`src/rtl/approx_eval_pkg.sv`:
```
// Shared types and helpers for the approximate-circuit evaluation harness.
package approx_eval_pkg;

  typedef enum logic [1:0] {IDLE, RUN, FLUSH, DONE} state_e;

  localparam int DEF_IN_BITS = 4;
  localparam int N_VEC       = 2**DEF_IN_BITS;

  // Low half of the vector is operand a, high half is operand b.
  function automatic int unsigned exact_sum(input int unsigned vec, input int unsigned in_bits);
    int unsigned half;
    int unsigned mask;
    half = in_bits / 2;
    mask = (32'd1 << half) - 32'd1;
    return (vec & mask) + ((vec >> half) & mask);
  endfunction

endpackage

```
`src/rtl/approx_err_calc.sv`:
```
// Absolute error of an approximate result against the exact operand sum.
module approx_err_calc
  import approx_eval_pkg::*;
#(
  parameter int IN_BITS  = 4,
  parameter int OUT_BITS = 3
) (
  input  logic [IN_BITS-1:0]  vec_i,
  input  logic [OUT_BITS-1:0] approx_i,
  output logic [OUT_BITS-1:0] err_o
);

  logic [OUT_BITS-1:0] exact;

  always_comb begin
    exact = OUT_BITS'(exact_sum(32'(vec_i), IN_BITS));
    err_o = (approx_i >= exact) ? (approx_i - exact) : (exact - approx_i);
  end

endmodule

```
`src/rtl/approx_adder_error_monitor.sv`:
```
// Sweeps every input vector through an attached approximate adder and
// accumulates error count, max error and the first failing vector.
module approx_adder_error_monitor
  import approx_eval_pkg::*;
#(
  parameter int IN_BITS  = 4,
  parameter int OUT_BITS = 3,
  parameter int ET       = 0
) (
  input  logic                clk,
  input  logic                rst,
  input  logic                start,
  output logic [IN_BITS-1:0]  dut_in,
  input  logic [OUT_BITS-1:0] dut_out,
  output logic                busy,
  output logic                done,
  output logic                pass,
  output logic [IN_BITS:0]    err_count,
  output logic [OUT_BITS-1:0] max_err,
  output logic [IN_BITS-1:0]  first_fail_vec,
  output logic                first_fail_valid
);

  localparam logic [IN_BITS-1:0] LAST_VEC = '1;

  state_e              state_q, state_d;
  logic [IN_BITS-1:0]  dut_in_q;
  logic [IN_BITS-1:0]  vec_q;
  logic [OUT_BITS-1:0] out_q;
  logic                v_q;
  logic [IN_BITS:0]    cnt_q, cnt_d;
  logic [OUT_BITS-1:0] max_q, max_d;
  logic [IN_BITS-1:0]  ffv_q, ffv_d;
  logic                ffval_q, ffval_d;
  logic                pass_q, pass_d;
  logic [OUT_BITS-1:0] err;
  logic                sweep_go;

  assign sweep_go = (state_q == IDLE) && start;

  always_comb begin
    state_d = state_q;
    case (state_q)
      IDLE:    if (start) state_d = RUN;
      RUN:     if (dut_in_q == LAST_VEC) state_d = FLUSH;
      FLUSH:   state_d = DONE;
      DONE:    state_d = IDLE;
      default: state_d = IDLE;
    endcase
  end

  always_ff @(posedge clk) begin
    if (rst) state_q <= IDLE;
    else     state_q <= state_d;
  end

  // Sample stage: one-cycle delay so the DUT path gets a full period to settle.
  always_ff @(posedge clk) begin
    if (rst) begin
      dut_in_q <= '0;
      vec_q    <= '0;
      out_q    <= '0;
      v_q      <= 1'b0;
    end else begin
      v_q <= (state_q == RUN);
      if (state_q == RUN) begin
        vec_q <= dut_in_q;
        out_q <= dut_out;
      end
      if (sweep_go)
        dut_in_q <= '0;
      else if (state_q == RUN && dut_in_q != LAST_VEC)
        dut_in_q <= dut_in_q + 1'b1;
    end
  end

  approx_err_calc #(
    .IN_BITS  (IN_BITS),
    .OUT_BITS (OUT_BITS)
  ) u_err (
    .vec_i    (vec_q),
    .approx_i (out_q),
    .err_o    (err)
  );

  always_comb begin
    cnt_d   = cnt_q;
    max_d   = max_q;
    ffv_d   = ffv_q;
    ffval_d = ffval_q;
    pass_d  = pass_q;
    if (sweep_go) begin
      cnt_d   = '0;
      max_d   = '0;
      ffv_d   = '0;
      ffval_d = 1'b0;
      pass_d  = 1'b0;
    end else begin
      if (v_q) begin
        if (err != '0) begin
          cnt_d = cnt_q + 1'b1;
          if (!ffval_q) begin
            ffv_d   = vec_q;
            ffval_d = 1'b1;
          end
        end
        if (err > max_q) max_d = err;
      end
      // FLUSH folds in the last sample, so max_d is final here.
      if (state_q == FLUSH) pass_d = (int'(max_d) <= ET);
    end
  end

  always_ff @(posedge clk) begin
    if (rst) begin
      cnt_q   <= '0;
      max_q   <= '0;
      ffv_q   <= '0;
      ffval_q <= 1'b0;
      pass_q  <= 1'b0;
    end else begin
      cnt_q   <= cnt_d;
      max_q   <= max_d;
      ffv_q   <= ffv_d;
      ffval_q <= ffval_d;
      pass_q  <= pass_d;
    end
  end

  assign dut_in           = dut_in_q;
  assign busy             = (state_q == RUN) || (state_q == FLUSH);
  assign done             = (state_q == DONE);
  assign pass             = pass_q;
  assign err_count        = cnt_q;
  assign max_err          = max_q;
  assign first_fail_vec   = ffv_q;
  assign first_fail_valid = ffval_q;

endmodule

```
`config.mk`:
```
export PLATFORM = sky130hd
export DESIGN_NAME = approx_adder_error_monitor
export DESIGN_NICKNAME = d
export VERILOG_FILES = /design/src/rtl/approx_eval_pkg.sv /design/src/rtl/approx_err_calc.sv /design/src/rtl/approx_adder_error_monitor.sv
export SDC_FILE = /design/constraint.sdc
export NUM_CORES = 1
export LEC_CHECK = 0
export CAP_MARGIN = 20
export CORE_UTILIZATION = 40
export CTS_CLUSTER_SIZE = 10
export DETAILED_ROUTE_END_ITERATION = 7
export PLACE_DENSITY = 0.62
export SLEW_MARGIN = 20
export SYNTH_ARGS = -nofsm -noshare
export SYNTH_HDL_FRONTEND = slang
export SYNTH_SLANG_ARGS = --single-unit
export TNS_END_PERCENT = 100
```
`constraint.sdc`:
```
create_clock -name clk -period 10.6 [get_ports clk]
set_input_delay 1.06 -clock clk [delete_from_list [all_inputs] [get_ports clk]]
set_output_delay 1.06 -clock clk [all_outputs]
set_load 0.02 [all_outputs]
```
==> impl_metrics.ini <==
[yosys]
ys_seq_area_share_pct = 35.3
yosys_most_used_dff = dfxtp_1
syn_avg_cell_area_um2 = 9.52
synthCells = 167
synth_area_um2 = 1590
synth-seq-cells = 28
syn_nets = 193
synth_edf_count = 0
synthArstFlopShare_pct = 0
yosysUniqueCellTypes = 39
ys_warn_count = 0

[global_routing]
grt_pass1_vias = 1256
grt_max_degree = 17
grt_pass1_wl_mm = 5.57
grt-ovfl-total = 0
antenna_found_initial = 0
grt_usage_pct = 16.8

[clocking]
cts_hold_buf = 0
cts_num_sinks = 28
postCtsSetupBuffers = 0
cts.path.max_buffers = 2
clk_latency_ns = 0.27
cts_buffers = 3
cts_root_buffer = clkbuf_8
post_cts_resized = 0
cts.clk_slew.worst_paths_ns = 0.10
cts-htree-levels = 1
cts_tree = yes

[sta]
holdWs_ns = 0.466
report.final.hold_viol_count = 0
slew_viol_final = 0
rsz0062_at_grt = no
relSlewSlack_pct = 51.8
clock.fmax_mhz = 274
setup_viol = 0
worst_slew_pin_slew_ns = 0.723
post-route-period-util_pct = 34.4
tns_ns = 0
period_needed_ns = 3.65
fin_skew_ns = 0.00450

[detailed_routing]
dr.first_iter.drc_count = 33
wl_mm = 3.08
drt_pass1_iterations = 6
via_per_inst = 5.10
vias = 1219
ant_nets = 0
routedWlPerCell_um = 12.9
drc_errors = 0

[die]
die_x_um = 65.0
start_util_pct = 42.4
io_pins = 26
fp.dieH_um = 65.0
dieArea_um2 = 4230
coreArea_um2 = 3740
num_rows = 22

[critical_path]
crit_fanout = 5
critical_path.most_common_cell = ha_1
crit_required_ns = 10.76
slowest_delay_ns = 0.55
crit_type = flop to flop
critPathTopFamily = adder cells
arrival_ns = 3.81
cp-end-kind = flop
crit_slowest_cell = fa_1
worstPathCellList = ha_1, inv_1, fa_1, inv_1, ha_1, nand2_1, o21ba_1, or3b_4, and3_1, ha_1, a21oi_1, a311oi_2, mux2i_1, nor2_1
startpoint_type = flop
cp_num_buf_inv = 2

[layout]
final_cells = 239
utilization_pct = 51.8
diodes = 0
drive_gt1_share_pct = 6.28
multi_input_area_um2 = 938
syn_to_final_growth_pct = 22.1
seq_area_um2 = 561
nets = 218
fillCellCount = 357

[placement]
dp_hpwl_mm = 2.42
io_buffers = 25
post-place-cells = 235
place.gp.congestion = 0.826

[power]
p_seq_share_pct = 31.1
p_comb_share_pct = 48.7
p_sw_mw = 0.166
p_leak_nw = 0.751
p_int_mw = 0.258
power_density_nw_per_um2 = 219
p_clk_share_pct = 20.2
max-vdd-ir-drop_mv = 0.153
switching_share_pct = 39.1

[run_status]
status = finished, final reports clean

[run]
max_cap_violations = 0

[worst_hold_path]
worstHoldPathType = flop to flop
-- metrics by stage --
stage / power [mW] / setup WS, ns / area [um2]
3_5_place_dp: 0.341 / 6.96 / 1870
3_3_place_gp: 0.336 / 7.10 / 1870
4_1_cts: 0.427 / 6.92 / 1940
5_1_grt: 0.456 / 6.72 / 1940
2_1_floorplan: 0.300 / 7.19 / 1590
6_report: 0.424 / 6.95 / 1940
-- power groups by stage --
stage / clock network, mW / logic (mW) / registers, mW
floorplan: 0 / 0.164 / 0.136
global placement: 0 / 0.202 / 0.133
detailed placement: 0 / 0.207 / 0.134
CTS: 0.0869 / 0.208 / 0.132
global route: 0.0908 / 0.232 / 0.134
finish: 0.0859 / 0.207 / 0.132
-- state kept, by name (all words and copies together) (netlist names) --
| signal | cells |
|---|---|
| dut_in | 4 |
| err_count | 5 |
| first_fail_valid | 1 |
| first_fail_vec | 4 |
| max_err | 3 |
| out_q | 3 |
| pass | 1 |
| state_q | 2 |
| v_q | 1 |
| vec_q | 4 |
-- kinds of logic (layout without fill, tap and decap cells) --
group / after synthesis / count (layout) / share of synthesized area, %
compound gates: 30 / 30 / 13.8
xor+xnor: 1 / 1 / 0.551
fa+ha+maj: 20 / 20 / 17.2
buf+inv: 21 / 45 / 5.67
flops: 28 / 28 / 35.3
mux: 16 / 16 / 10.9
simple gates: 51 / 51 / 16.7
-- cell usage after synthesis, types with 2 or more instances --
| library cell | count | share of area, % |
|---|---|---|
| nand2_1 | 12 | 2.8 |
| nor3_1 | 2 | 0.63 |
| fa_1 | 3 | 3.8 |
| mux2i_1 | 15 | 9.4 |
| or3_1 | 3 | 1.2 |
| nand3_1 | 4 | 1.3 |
| dfxtp_1 | 28 | 35 |
| nor2_1 | 16 | 3.8 |
| a21oi_1 | 11 | 3.5 |
| inv_1 | 16 | 3.8 |
| ha_1 | 17 | 13 |
| a311oi_2 | 2 | 1.9 |
| nand4_1 | 2 | 0.79 |
| or4_1 | 3 | 1.4 |
| a21o_1 | 2 | 0.94 |
| o31ai_1 | 2 | 0.94 |
| a211oi_1 | 2 | 0.94 |
| o21ai_1 | 4 | 1.3 |
| clkbuf_1 | 2 | 0.47 |
| nor2b_1 | 2 | 0.79 |
-- area by class of cell --
cell class | count | share of cell area (%)
clock buffer | 3 | 2.13
clock inverter | 1 | 1.55
inverter | 16 | 3.09
multi-input combinational | 118 | 48.4
sequential | 28 | 28.9
tap | 48 | 3.09
timing repair buffer | 25 | 12.9
-- final timing paths --
check / cells past startpoint / slack (ns) / from / endpoint
worst min register to register: 2 / 0.47 / first_fail_vec[1]$_SDFFE_PP0P_ / first_fail_vec[1]$_SDFFE_PP0P_
worst max register to register: 14 / 6.95 / vec_q[2]$_SDFFE_PP0P_ / max_err[0]$_SDFF_PP0_
worst min-delay path: 2 / 0.47 / first_fail_vec[1]$_SDFFE_PP0P_ / first_fail_vec[1]$_SDFFE_PP0P_
worst max-delay path: 14 / 6.95 / vec_q[2]$_SDFFE_PP0P_ / max_err[0]$_SDFF_PP0_
-- worst min-delay path: stages (launching register included) --
cell and delay (ns):
dfxtp_1 0.32, nand2_1 0.05, mux2i_1 0.06
-- cell usage in the layout (no fill, tap or decap), types with 2 or more instances in the layout --
master,count
dfxtp_1,28
clkdlybuf4s50_1,25
ha_1,17
inv_1,16
nor2_1,16
mux2i_1,15
nand2_1,12
a21oi_1,11
o21ai_1,4
nand3_1,4
or3_1,3
or4_1,3
fa_1,3
clkbuf_8,3
nand4_1,2
nor3_1,2
a21o_1,2
a211oi_1,2
nor2b_1,2
a311oi_2,2
o31ai_1,2
-- layer usage --
metal,global-route usage (%),up-vias,wire length (um)
met4,4.08,0,17
met5,0,-,0
met1,22.4,573,1510
met3,2.64,2,90
met2,28.4,22,1460
li1,-,622,-
(Power assumes the default switching activity.)
==> variant 1, RTL diff (same flow settings) <==
`IN_BITS` is set to 4 in 2 places; all go to 6.
--- a/src/rtl/approx_err_calc.sv
+++ b/src/rtl/approx_err_calc.sv
@@ -4,3 +4,3 @@
 #(
-  parameter int IN_BITS  = 4,
+  parameter int IN_BITS  = 6,
   parameter int OUT_BITS = 3
--- a/src/rtl/approx_adder_error_monitor.sv
+++ b/src/rtl/approx_adder_error_monitor.sv
@@ -5,3 +5,3 @@
 #(
-  parameter int IN_BITS  = 4,
+  parameter int IN_BITS  = 6,
   parameter int OUT_BITS = 3,
Ports: changed (resized dut_in, err_count and first_fail_vec); port bits go from 26 to 32. No check against the original RTL was run, so the function may have changed too.
==> variant 1 against the original RTL <==
Worst setup slack worse by 130 ps; synthesized area up 23%; total power up 9.7%; design area up 25%; routed wire length up 23%; hold slack better by 1.9 ps; sequential cell count up 8; clock power up 22%; sequential power up 23%; first-iteration DRC count up 6.1%.
==> variant 1: results (changes against the original RTL) <==
number of nets produced by synthesis -> 237 (+23%)
NumNets Final -> 270 (+24%)
most instantiated cells after synthesis -> dfxtp_1 (36), mux2i_1 (27), nand2_1 (26), nor2_1 (19), inv_1 (18)
clock edge transition at the registers on the reported setup and hold paths -> 80 ps (-20 ps)
critical path start-end classification -> reg -> reg
iteration count of the initial detailed-routing pass -> 4 (-2)
vias in the first global route -> 1434 (+14%)
wire length after detailed routing -> 3790 µm (+23%)
sequential cell area fraction in the yosys report -> 0.370 (+0.0169)
largest net degree at the start of global routing -> 29 (+12)
DP Wirelength -> 2760 µm (+14%)
slowest stage cell, crit path -> mux2_2
post-route clock skew -> 5.62 ps (+1.12 ps)
maximum VDD drop -> 0.000169 V (+10%)
H-tree depth reported by CTS -> 2 (+1)
r2r startpoint -> vec_q[3]
largest fanout on the critical path -> 10 (+5)
via/cell ratio -> 5.00 (-2.0%)
clock buffers created by TritonCTS -> 5 (+2)
leakage power figure -> 0.000894 µW (+19%)
Placed Instances -> 291 (+24%)
fraction of layout instances using a drive strength above 1 -> 0.0571 (-0.00568)
wire length of the first global-routing pass -> 6670 µm (+20%)
Starting DRT DRC Count -> 35 (+6.1%)
Total Routing Usage GR -> 0.165 (-0.00357)
number of cells upsized or downsized after cts -> 0 (unchanged)
family with the most delay on the worst path -> adder cells
max reg flops -> 7 (+2)
total of warnings raised by yosys -> 0 (unchanged)
number of cells produced by synthesis -> 211 (+26%)
clock buffer depth -> 2 (unchanged)
Routability Congestion -> 0.812 (-1.8%)
Cell variety after synth -> 33 (-15%)
run status -> finished, final reports clean
number of cells on the worst reg-to-reg path -> 16 (+2)
normalized max-slew margin -> 0.544 (+0.0260)
critical path's largest stage delay -> 470 ps (-80 ps)
pre-CTS setup slack -> 6820 ps (-140 ps)
number of buffers inserted by hold repair at cts -> 0 (unchanged)
number of buffers inserted by port buffering -> 31 (+24%)
largest cells by area after synthesis -> dfxtp_1 (37%), mux2i_1 (14%), ha_1 (11%), nand2_1 (5.0%), nor2_1 (3.7%)
number of non-filler instances in the completed layout -> 299 (+25%)
later-pin clock latency in the skew report -> 290 ps (+20 ps)
## variant 1: cell count changes in the layout (fill, tap and decap cells not counted), sizes merged, moves of 4 or more
cell and change:
mux2i +11, nand2 +14, a21oi -4, dfxtp +8, clkdlybuf4s50 +6, nand2b +8
## variant 1: path summary, 6_finish.rpt
check,end,slack [ps]
worst max-delay path,pass,6820
worst min register to register,first_fail_vec[1],470
worst max register to register,pass,6820
worst min-delay path,first_fail_vec[1],470
## variant 1: layout make-up
type,instances,area [µm²]
clock buffers,6,82.6
clock inverters,2,13.8
fillers,448,2280
inverters,18,67.6
multi-input cells,152,1150
flip-flops and latches,36,721
well taps,54,67.6
repair buffers,31,310
## variant 1: cells by family (layout without fill, tap and decap cells)
family	count (synthesis)	in the layout	share of synthesized area
flip-flops	36	36	0.370
AND/OR/NAND/NOR	73	73	0.178
XOR/XNOR	4	4	0.0180
multiplexers	29	29	0.150
adder cells (fa/ha/maj)	20	20	0.140
buffers and inverters	23	57	0.0443
AO/OA/AOI/OAI	26	26	0.100
## variant 1: worst register-to-register path, stage by stage (launching register included)
cell	delay, ps
dfxtp_1	360
ha_1	150
inv_1	50
fa_1	370
xnor2_1	140
xnor2_1	130
ha_1	360
a21o_1	210
a31oi_1	150
mux2_2	470
inv_1	90
ha_1	230
nor2b_1	130
o21ai_0	130
a21oi_1	180
or4_1	420
a31oi_1	160
## variant 1: power breakdown
group / switching [µW] / total (µW) / leakage, µW / internal [µW]
Clock: 52.3 / 105 / 0.0000516 / 53.1
Combinational: 114 / 198 / 0.000552 / 84.2
Sequential: 14.2 / 162 / 0.000291 / 148
Total: 180 / 465 / 0.000894 / 285
## variant 1: metrics by stage
stage / utilization / hold WS [ps] / cell area (µm²)
after floorplan: - / 450 / 1950
after global placement: 0.493 / 453 / 2310
after detailed placement: 0.493 / 450 / 2310
after CTS: 0.513 / 470 / 2410
after global routing: 0.515 / 497 / 2420
final: 0.515 / 468 / 2420
## variant 1: routing by layer
layer,vias up,wire length (µm),part of all wire,GRT usage
met2,22,1650,0.44,0.271
li1,780,-,-,-
met3,6,129,0.034,0.0380
met5,-,0,0,0
met1,687,1950,0.51,0.211
met4,0,62,0.016,0.0588
==> variant 2, RTL diff (config.mk and constraints unchanged) <==
Without the edit above. Add an input register stage for `start` and `dut_out`, cleared by the reset; this delays them by one clock.
--- a/src/rtl/approx_adder_error_monitor.sv
+++ b/src/rtl/approx_adder_error_monitor.sv
@@ -25,2 +25,15 @@
 
+  logic start_q;
+  logic [OUT_BITS-1:0] dut_out_q;
+
+  always_ff @(posedge clk) begin
+    if (rst) begin
+      start_q   <= '0;
+      dut_out_q <= '0;
+    end else begin
+      start_q   <= start;
+      dut_out_q <= dut_out;
+    end
+  end
+
   state_e              state_q, state_d;
@@ -38,3 +51,3 @@
 
-  assign sweep_go = (state_q == IDLE) && start;
+  assign sweep_go = (state_q == IDLE) && start_q;
 
@@ -43,3 +56,3 @@
     case (state_q)
-      IDLE:    if (start) state_d = RUN;
+      IDLE:    if (start_q) state_d = RUN;
       RUN:     if (dut_in_q == LAST_VEC) state_d = FLUSH;
@@ -67,3 +80,3 @@
         vec_q <= dut_in_q;
-        out_q <= dut_out;
+        out_q <= dut_out_q;
       end
Formal check against the unedited RTL: not equivalent (a bounded check fails within 4 cycles, from zero or initial values and one cycle with rst high).
==> variant 2 against the original RTL <==
Hold slack is essentially flat; routed wire length grew 4.3%; worst setup slack gained 16 ps; synthesized area grew 6.6%; sequential cell count grew 4; non-clock buffer count is the same; total power shrank 6.8%; critical path depth is the same; sequential share of layout area grew 2.1 points; via count grew 4.4%; design area grew 6.5%; combinational power shrank 24%; highest routed layer unchanged; utilization shrank 0.53 points; die area grew 6.4%.
==> variant 2: results (changes against the original RTL) <==
clock buffers created by TritonCTS -> 5 (+2)
clock buffer depth -> 2 (unchanged)
number of cells upsized or downsized after cts -> 0 (unchanged)
instance count along the most critical hold path -> 2 (unchanged)
internal power contribution -> 254 µW (-1.9%)
count of inserted antenna diode cells -> 0 (unchanged)
Starting DRT DRC Count -> 53 (+61%)
fraction of layout instances using a drive strength above 1 -> 0.0690 (+0.00614)
critical path start-end classification -> reg -> reg
run status -> finished, final reports clean
later-pin clock latency in the skew report -> 270 ps (about the same)
terminating pin of the worst hold path -> out_q[0]
count of vias placed by the detailed router -> 1273 (+4.4%)
DP Wirelength -> 2480 µm (+2.7%)
total of warnings raised by yosys -> 0 (unchanged)
maximum VDD drop -> 0.000105 V (-31%)
Synth async-reset ratio -> 0 (unchanged)
slowest stage cell, crit path -> fa_1
worst setup slack after layout -> 6970 ps (+16.0 ps)
capturing instance or port of the critical path -> max_err[1]
wire length of the first global-routing pass -> 5580 µm (+0.25%)
Worst EP arrival -> 3780 ps (-30 ps)
number of cells on the worst reg-to-reg path -> 14 (unchanged)
most instantiated cells after synthesis -> dfxtp_1 (32), ha_1 (17), inv_1 (16), nor2_1 (16), mux2i_1 (15)
slew at the pin closest to its max-slew limit -> 708 ps (-15.1 ps)
hold_sp -> dut_out_q[0]
H-tree depth reported by CTS -> 2 (+1)
Post-CTS Repair Setup Buffers -> 0 (unchanged)
worst min-delay path category -> reg -> reg
r2r startpoint -> vec_q[2]
Routability Congestion -> 0.772 (-6.5%)
wire length after detailed routing -> 3220 µm (+4.3%)
leakage power figure -> 0.000801 µW (+6.7%)
sequential cell area fraction in the yosys report -> 0.378 (+0.0254)
initial antenna violation count -> 0 (unchanged)
number of buffers inserted by port buffering -> 25 (unchanged)
post-route clock skew -> 5.16 ps (+0.661 ps)
largest cells by area after synthesis -> dfxtp_1 (38%), ha_1 (13%), mux2i_1 (8.9%), fa_1 (3.5%), inv_1 (3.5%)
Cell variety after synth -> 39 (unchanged)
clock root buffer master -> clkbuf_8
iteration count of the initial detailed-routing pass -> 4 (-2)
largest fanout on the critical path -> 5 (unchanged)
largest net degree at the start of global routing -> 17 (unchanged)
max reg flops -> 5 (unchanged)
NumNets Final -> 228 (+4.6%)
Filler cells -> 387 (+8.4%)
number of nets produced by synthesis -> 201 (+4.1%)
critical path's largest stage delay -> 540 ps
clock edge transition at the registers on the reported setup and hold paths -> 60 ps (-40 ps)
pre-CTS setup slack -> 6970 ps (+11.3 ps)
Total Routing Usage GR -> 0.168 (about the same)
variant 2: cell count changes in the layout (fill, tap and decap cells not counted), sizes merged:
| cell | change |
|---|---|
| nor2b | +4 |
| dfxtp | +4 |
| bufinv | -1 |
| clkbuf | +5 |
variant 2: per-layer routing:
layer  part of all wire  vias to the layer above  global-route usage
met3              0.042                        2              0.0411
met4             0.0053                        0              0.0638
met5                  0                        -                   0
li1                   -                      657                   -
met2               0.49                       28               0.294
met1               0.46                      586               0.195
variant 2: stage by stage:
stage | total power [µW] | instances | area [µm²] | hold WS (ps) | util
after CTS | 399 | 253 | 2070 | 467 | 0.513
after global placement | 299 | 245 | 1980 | 449 | 0.491
after floorplan | 271 | 175 | 1690 | 441 | -
after detailed placement | 305 | 245 | 1980 | 458 | 0.491
after global routing | 422 | 253 | 2070 | 500 | 0.513
final | 395 | 253 | 2070 | 466 | 0.513
variant 2: power groups by stage:
stage	registers, µW	clock network (µW)	logic (µW)
after global placement	146	0	153
final	144	93.6	158
after floorplan	149	0	122
after detailed placement	146	0	159
after global routing	145	101	176
after CTS	144	95.8	160
variant 2: cell type report:
type                    count  share of cell area
multi-input cells         122               0.466
flip-flops and latches     32               0.310
repair buffers             25               0.121
clock buffers               8              0.0436
well taps                  50              0.0303
inverters                  16              0.0291
variant 2: kinds of logic after synthesis:
kind of cell               share of synthesized area
adders and majority gates                      0.161
xor gates and xnor gates                     0.00517
DFF                                            0.378
and+or+nand+nor                                0.171
AOI/OAI and AO/OA                              0.129
muxes                                          0.102
buffers and inverters                         0.0532
variant 2: critical path: cells and delay by family (launching register included):
| kind | cells | cell delay, ps |
|---|---|---|
| compound gates | 3 | 760 |
| fa+ha+maj | 4 | 1280 |
| buf+inv | 2 | 140 |
| flops | 1 | 360 |
| mux | 1 | 240 |
| simple gates | 4 | 730 |
